==> src/rtl/inst_fetcher.sv <==
// Front-end fetch unit: holds the fetch PC and looks it up in a direct-mapped,
// one-word-per-line instruction cache. Misses are refilled from the memory controller.
module inst_fetcher #(
    parameter int unsigned ICACHE_IDX_BIT = 4,
    parameter logic [31:0] RESET_PC       = 32'h0
) (
    input  logic        clk_in,
    input  logic        rst_in,
    input  logic        rdy_in,
    input  logic        rob_clear,
    input  logic [31:0] rob_new_pc,
    output logic        inst_valid,
    output logic [31:0] inst_addr,
    output logic [31:0] inst_data,
    input  logic        f_ok,
    input  logic [31:0] f_next_pc,
    output logic        mem_req,
    output logic [31:0] mem_addr,
    input  logic        mem_done,
    input  logic [31:0] mem_data
);

    localparam int unsigned Lines = 2 ** ICACHE_IDX_BIT;
    localparam int unsigned TagW  = 30 - ICACHE_IDX_BIT;

    typedef enum logic {
        StRun,
        StFetch
    } state_e;

    state_e            state_q, state_d;
    logic [31:0]       pc_q, pc_d;
    logic [31:0]       fill_addr_q, fill_addr_d;
    logic              fill_we;
    logic [Lines-1:0]  valid_q;
    logic [TagW-1:0]   tag_q  [Lines];
    logic [31:0]       data_q [Lines];

    logic [ICACHE_IDX_BIT-1:0] idx, fill_idx;
    logic [TagW-1:0]           pc_tag;
    logic                      hit;
    logic                      unused_low_bits;

    assign idx      = pc_q[ICACHE_IDX_BIT+1:2];
    assign pc_tag   = pc_q[31:ICACHE_IDX_BIT+2];
    assign fill_idx = fill_addr_q[ICACHE_IDX_BIT+1:2];
    assign hit      = valid_q[idx] && (tag_q[idx] == pc_tag);

    // Incoming PCs are forced word-aligned; their byte-offset bits are dropped.
    assign unused_low_bits = ^{f_next_pc[1:0], rob_new_pc[1:0]};

    assign inst_valid = (state_q == StRun) && hit && !rob_clear;
    assign inst_addr  = pc_q;
    assign inst_data  = data_q[idx];
    assign mem_req    = (state_q == StFetch);
    assign mem_addr   = fill_addr_q;

    always_comb begin
        state_d     = state_q;
        pc_d        = pc_q;
        fill_addr_d = fill_addr_q;
        fill_we     = 1'b0;
        if (rdy_in) begin
            unique case (state_q)
                StRun: begin
                    // A flush in a miss cycle skips the refill of the abandoned PC.
                    if (!rob_clear) begin
                        if (!hit) begin
                            fill_addr_d = {pc_q[31:2], 2'b00};
                            state_d     = StFetch;
                        end else if (f_ok) begin
                            pc_d = {f_next_pc[31:2], 2'b00};
                        end
                    end
                end
                StFetch: begin
                    if (mem_done) begin
                        fill_we = 1'b1;
                        state_d = StRun;
                    end
                end
                default: state_d = StRun;
            endcase
            if (rob_clear) begin
                pc_d = {rob_new_pc[31:2], 2'b00};
            end
        end
    end

    always_ff @(posedge clk_in or posedge rst_in) begin
        if (rst_in) begin
            state_q     <= StRun;
            pc_q        <= RESET_PC;
            fill_addr_q <= '0;
            valid_q     <= '0;
        end else begin
            state_q     <= state_d;
            pc_q        <= pc_d;
            fill_addr_q <= fill_addr_d;
            if (fill_we) begin
                valid_q[fill_idx] <= 1'b1;
            end
        end
    end

    // Tag and data arrays need no reset; valid bits gate every use.
    always_ff @(posedge clk_in) begin
        if (fill_we) begin
            tag_q[fill_idx]  <= fill_addr_q[31:ICACHE_IDX_BIT+2];
            data_q[fill_idx] <= mem_data;
        end
    end

endmodule

==> config.mk <==
export PLATFORM = sky130hd
export DESIGN_NAME = inst_fetcher
export DESIGN_NICKNAME = d
export VERILOG_FILES = /design/src/rtl/inst_fetcher.sv
export SDC_FILE = /design/constraint.sdc
export NUM_CORES = 1
export LEC_CHECK = 0
export BUFFER_PORTS_ARGS = -buffer_cell sky130_fd_sc_hd__buf_4
export CAP_MARGIN = 20
export CORE_MARGIN = 2
export CORE_UTILIZATION = 51
export DETAILED_ROUTE_END_ITERATION = 7
export PLACE_DENSITY = 0.69
export SLEW_MARGIN = 20
export SYNTH_ARGS = -nofsm -noshare
export SYNTH_HDL_FRONTEND = slang
export SYNTH_SLANG_ARGS = --single-unit
==> constraint.sdc <==
create_clock -name clk_in -period 7.45 [get_ports clk_in]
set_clock_uncertainty 0.2 [all_clocks]
set_input_delay 1.49 -clock clk_in [delete_from_list [all_inputs] [get_ports clk_in]]
set_output_delay 1.49 -clock clk_in [all_outputs]
set_load 0.03 [all_outputs]
Word-level counts from Yosys, hierarchy flattened
Memory sizes are Yosys's and may differ from the RTL's.
Cells that the tools add are included.
{ "word_totals": {"input_bits": 102, "register_bits": 79, "memories": 2, "output_inout_bits": 98, "ram_bits": 928, "elab_cells": 41} }
{ "op_classes": {"order_cmp": 3, "eq_ne": 2, "n_reduce_logical": 9, "muxes": 17, "n_bitwise": 4} }
{ "memory_table": {"columns": ["memory", "depth", "word_bits", "read_ports", "rd_ports_with_merged_regs", "wr", "line", "text"], "rows": [
  ["data_q", 16, 32, 1, 0, 1, "37", "logic [31:0] data_q [Lines];"],
  ["tag_q", 16, 26, 1, 0, 1, "36", "logic [TagW-1:0] tag_q [Lines];"]
]} }
{ "op_table": {"columns": ["op", "n"], "rows": [
  ["32-bit 2-to-1 mux", 4],
  ["26-bit equality test", 1],
  ["16-bit bitwise OR", 1],
  ["4-bit by 5-bit < comparator with 1-bit output, second input constant", 2],
  ["1-bit 2-to-1 mux", 10],
  ["4-bit AND reduction", 2],
  ["1-bit binary-select mux with 4-bit select", 1],
  ["1-bit demux with 4-bit select", 1],
  ["4-bit by 1-bit >= comparator with 1-bit output, second input constant", 1],
  ["1-bit logical AND", 4],
  ["2-bit nonzero test", 2],
  ["1-bit inverter", 3],
  ["2-bit inequality test, second input constant", 1],
  ["1-bit one-hot mux with 2 select lines", 1],
  ["1-bit zero test", 1]
]} }

Depth between registers and ports, before layout
{ "logic_depth": {"ltp_word": 6, "ltp_mapped": 14, "depth_no_buf": 9} }

Least setup slack after synthesis
No wires, ideal clock.
{ "synth_timing": {"path_kind": "input to register", "from": "in rdy_in", "to": "reg valid_q[0]", "t_arrival_ns": 6.426, "cell_stages": 4, "path_slack_ns": 0.735, "required_time_ns": 7.161, "setup_ns": 0.089, "n_path_buf": 0, "path_cell_list": "nand3_1 > or3_1 > nor3_1 > or2_2"} }
{ "synth_between": {"elab_chain_cells": 1} }
{ "synth_rtl": {"columns": ["element", "line", "text"], "rows": [
  ["start: declaration", "9", "input logic rdy_in,"],
  ["1-bit 2-to-1 mux", "63", "if (rdy_in) begin"],
  ["end signal: assignment", "95", "valid_q <= '0;"],
  ["end signal: indexed assignment", "101", "valid_q[fill_idx] <= 1'b1;"],
  ["end: declaration", "35", "logic [Lines-1:0] valid_q;"]
]} }
Every way passes these cells.
A chain may end at the register's enable or synchronous reset.

Worst setup path after layout
{ "layout_timing": {"from": "reg pc_q[3], in the netlist inst_addr[3]", "to": "out inst_valid"} }
{ "layout_between": {"elab_chain_cells": 5, "word_cells_on_any_way": 7, "classes_between": "eq/ne: 1; mux: 2; reduce/logical: 3; memory: 1"} }
{ "layout_rtl": {"columns": ["element", "line", "text"], "rows": [
  ["start: declaration", "32", "logic [31:0] pc_q, pc_d;"],
  ["start signal: assignment", "98", "pc_q <= pc_d;"],
  ["memory 16 x 26 bit / 1-bit binary-select mux with 4-bit select (equally long branches)", null, null],
  ["26-bit equality test / 1-bit 2-to-1 mux (equally long branches)", "47", "assign hit = valid_q[idx] && (tag_q[idx] == pc_tag);"],
  ["1-bit logical AND (*)", "47", null],
  ["1-bit logical AND (*) (2 in a row)", "52", "assign inst_valid = (state_q == StRun) && hit && !rob_clear;"],
  ["end: declaration", "12", "output logic inst_valid,"]
]} }
Every way passes the cells marked *; elsewhere a longest branch is shown, timed or not. The select of a mux whose other input is x is not followed.

==> results list <==
* Outcome: finished, final reports clean
- After routing, the total negative slack on setup checks comes to 0 ns.
- Setup crit end kind: primary output
- Top_reg_cell synth: sky130_fd_sc_hd__edfxtp_1
* Critical path data required time: 5.76 ns
- For the worst-skew pair, the clock arrives at the later sink with an insertion delay of 0.65 ns.
- The worst setup path is launched from a flop.
- The floorplan has 101 rows.
- Cell Pwr Density: 302.0 nW/um^2
- Reg2Reg Depth: 11
- The area growth from synthesis to layout is 15.07%.
- For this block, the via count after detailed routing is 18800.
- Leakage power summed over all cells: 14.99 nW
* Cell Count Post-Placement: 2943
* Post-CTS clock slew at the launch and capture registers of the worst setup and hold paths: 0.06 ns
- Number of buffers added by the clock tree synthesis step: 97
- In this run the worst hold path is classified as reg -> reg.
- Capture point of the worst reg-to-reg path: mem_addr[28]$_DFFE_PP0P_
- For this run the aggregate overflow at the end of global routing stands at 0.
- Highest Clock Rate: 0.1542 GHz
* End point of the most critical hold path: valid_q[2]$_DFFE_PP0P_
* Max transition margin: 0.3221
- Biggest cell delay along the critical path: 0.94 ns
- Wires add up to 88.28 mm.
* Mean number of vias per cell: 6.016
* Wire length of the first global-routing pass: 129.8 mm
- The filler cells instantiated in the layout total 5356.
- Routability-driven placement finished with a final weighted congestion of 0.8444.
- Average size of a mapped cell: 22.12 um^2
* Synth area leader: sky130_fd_sc_hd__edfxtp_1
* Total global-route track usage: 0.2281
- DRC marker count from the first detailed-route iteration: 1671
* Effective utilization at floorplan: 0.5152
* Maximum resistive drop on vdd: 200.1 uV
- Yosys top cell area share: 0.7121
- WP buf/inv: 2
* Final clock period utilization by the worst path: 0.8707
- Entering global routing, the biggest net connects 64 pins.
* Fraction of registers with async set/reset: 0.07662
* Tightest Pin Transition: 1.014 ns
- Summed over all nets, the half-perimeter wirelength after detailed placement is 48.83 mm.
- Clock net sink count: 1005
* Floorplan die area: 78960 um^2
- Signal arrival time at the worst endpoint: 4.80 ns
- In this run the most critical hold path is launched from valid_q[2]$_DFFE_PP0P_.
- In the final layout, the share of cells above drive strength 1 is 0.3303.
- Post-CTS Setup Bufs: 0
- Chip Width: 281 um
- Measured on the finished design, the core utilization comes to 0.5929.
* Antenna viol nets, final: 0
- Clock tree synthesis selected as its root buffer the cell sky130_fd_sc_hd__clkbuf_16.
- Final Max Slew Viols: 0
* Fin crit period: 6.487 ns
- # setup viols final: 0
- Worst hold stages: 1
* Max H-tree Level: 3
- From bottom edge to top edge, the die measures 281 um.
- Final worst hold slack: 0.2626 ns
* Buffer depth of the longest clock path: 3
* Flip-flop and latch count after synthesis: 1005
- Number of distinct library cells after synthesis: 60
- Sequential cell area fraction in the yosys report: 0.7614
- Post-synth design cell area: 39130 um^2
* N_diodes: 0
* Clock tree from TritonCTS: yes
- Footprint of the multi-input gates: 8915 um^2
* Number of top-level pins: 200
- Post-synth EDFFs: 928
- Worst r2r src: inst_addr[3]$_DFFE_PP0P_
- During synthesis, Yosys emitted a total of 0 warnings.
* Nets: 2114
- Antenna violations before repair: 2
* CP delay by family, top: simple AND/OR/NAND/NOR gates
- Drt wl/cell: 28.25 um
* Via count of the first global-routing pass: 19510
* Drt drc: 0
- In the synthesized netlist, the number of instances is 1769.
* Largest driver fanout on the critical path: 43
- Number of port buffers: 191
* Final non-filler cell total: 3125
- Master of the slowest instance on the critical path: sky130_fd_sc_hd__dfrtp_4
- Reg2reg setup slack: 2.08 ns
- Across the run, the number of max-cap violations was 0.
- Setup repair after global routing missed its margin: false
- Post-CTS Hold Fix Bufs: 0
- Worst path cell trace: buf_4, mux4_2, mux2i_1, mux2i_1, xor2_1, nand4b_1, nor4_1, or4b_1, nor3_1, buf_4
- Ranked by total cell area, the synthesized netlist is headed by sky130_fd_sc_hd__edfxtp_1, sky130_fd_sc_hd__mux4_2, sky130_fd_sc_hd__dfrtp_1, sky130_fd_sc_hd__mux2i_1, sky130_fd_sc_hd__mux2_1.
* Core Footprint: 75950 um^2
* Post-CTS resize count: 0
* Critical setup path kind: reg -> out
- DR pass1 iterations: 5
* Combined flip-flop and latch cell area: 29810 um^2
- Hold Violations, Final: 0
-- synth_stat cells (16+ instances only) --
library cell / instances
sky130_fd_sc_hd__edfxtp_1: 928
sky130_fd_sc_hd__mux4_2: 259
sky130_fd_sc_hd__dfrtp_1: 77
sky130_fd_sc_hd__mux2i_1: 60
sky130_fd_sc_hd__nor2_1: 54
sky130_fd_sc_hd__nor3_1: 40
sky130_fd_sc_hd__clkbuf_1: 39
sky130_fd_sc_hd__a211oi_1: 32
sky130_fd_sc_hd__mux2_1: 29
sky130_fd_sc_hd__and3b_1: 28
sky130_fd_sc_hd__buf_2: 20
sky130_fd_sc_hd__buf_4: 19
sky130_fd_sc_hd__nand2_1: 16
sky130_fd_sc_hd__or2_2: 16
-- routing by layer --
layer,vias to the layer above,track usage,wire (um)
met3,132,0.03608,5071
li1,7903,-,-
met1,10100,0.3144,36190
met5,-,0,8
met2,662,0.3812,44690
met4,2,0.06458,2322
-- layout make-up --
class	instances	share of cell area
clock buffer	134	0.05977
sequential	1005	0.6619
inverter	7	0.0006391
timing repair buffer	240	0.04093
tap	1030	0.02862
clock inverter	48	0.01014
multi-input combinational	661	0.1980
-- report_power, final --
part / internal (mW) / switching [mW]
clock: 2.78 / 2.05
combinational: 0.783 / 0.979
sequential: 6.61 / 0.397
-- cell families after synthesis --
family,Yosys count,synth area share
buf+inv,106,0.01397
xor+xnor,27,0.006043
compound gates,76,0.01420
simple gates,194,0.02814
mux,360,0.1762
flops,1005,0.7614
other cells,1,0.00009583
-- placed cells by master, fill, tap and decap left out, types with 7 or more instances in the layout --
cell | Yosys | layout
sky130_fd_sc_hd__edfxtp_1 | 928 | 928
sky130_fd_sc_hd__buf_4 | 19 | 236
sky130_fd_sc_hd__xnor2_1 | 14 | 14
sky130_fd_sc_hd__nor2b_1 | 8 | 8
sky130_fd_sc_hd__a211oi_1 | 32 | 32
sky130_fd_sc_hd__a21oi_1 | 10 | 10
sky130_fd_sc_hd__clkbuf_16 | 0 | 101
sky130_fd_sc_hd__or2_2 | 16 | 16
sky130_fd_sc_hd__nand2_1 | 16 | 16
sky130_fd_sc_hd__and3b_1 | 28 | 28
sky130_fd_sc_hd__clkinv_1 | 0 | 17
sky130_fd_sc_hd__clkbuf_1 | 39 | 29
sky130_fd_sc_hd__mux2i_1 | 60 | 60
sky130_fd_sc_hd__mux2_1 | 29 | 29
sky130_fd_sc_hd__clkinv_2 | 0 | 17
sky130_fd_sc_hd__mux2_2 | 12 | 12
sky130_fd_sc_hd__xor2_1 | 13 | 13
sky130_fd_sc_hd__nor2_4 | 0 | 12
sky130_fd_sc_hd__bufinv_16 | 0 | 7
sky130_fd_sc_hd__nor2_1 | 54 | 42
sky130_fd_sc_hd__dfrtp_1 | 77 | 73
sky130_fd_sc_hd__nor3_1 | 40 | 36
sky130_fd_sc_hd__mux4_2 | 259 | 259
-- registers in the layout, summed over array words and instances, names as in the netlist --
signal     flops
mem_addr      30
data_q       512
mem_req        1
inst_addr     30
tag_q        416
valid_q       16
-- worst register-to-register path, stage by stage (launching register included) --
cell                       delay [ns]
sky130_fd_sc_hd__dfrtp_4         0.94
sky130_fd_sc_hd__buf_4           0.68
sky130_fd_sc_hd__mux4_2          0.40
sky130_fd_sc_hd__mux2i_1         0.21
sky130_fd_sc_hd__mux2i_1         0.17
sky130_fd_sc_hd__xor2_1          0.23
sky130_fd_sc_hd__nand4b_1        0.22
sky130_fd_sc_hd__nor4_1          0.28
sky130_fd_sc_hd__or4b_1          0.62
sky130_fd_sc_hd__nand3_2         0.53
sky130_fd_sc_hd__buf_4           0.39
sky130_fd_sc_hd__mux2_1          0.37
-- worst max-delay path by stage --
stage / endpoint / cells after the start / start / slack [ns]
2_1_floorplan: valid_q[0]$_DFFE_PP0P_ / 4 / rdy_in / 0.73
3_3_place_gp: inst_valid / 10 / inst_addr[3]$_DFFE_PP0P_ / 1.58
3_5_place_dp: inst_valid / 10 / inst_addr[3]$_DFFE_PP0P_ / 1.57
4_1_cts: inst_valid / 10 / inst_addr[3]$_DFFE_PP0P_ / 0.87
5_1_grt: inst_valid / 10 / inst_addr[3]$_DFFE_PP0P_ / 0.69
6_report: inst_valid / 10 / inst_addr[3]$_DFFE_PP0P_ / 0.96
-- metrics by stage --
stage	cell area (um^2)	setup slack (ns)	power (mW)
finish	45030	0.9630	13.60
global route	45030	0.6896	14.04
CTS	45020	0.8680	13.70
detailed placement	41880	1.567	8.914
global placement	41880	1.575	8.851
floorplan	39140	0.7349	8.159
Power figures use the tool's default switching activity.
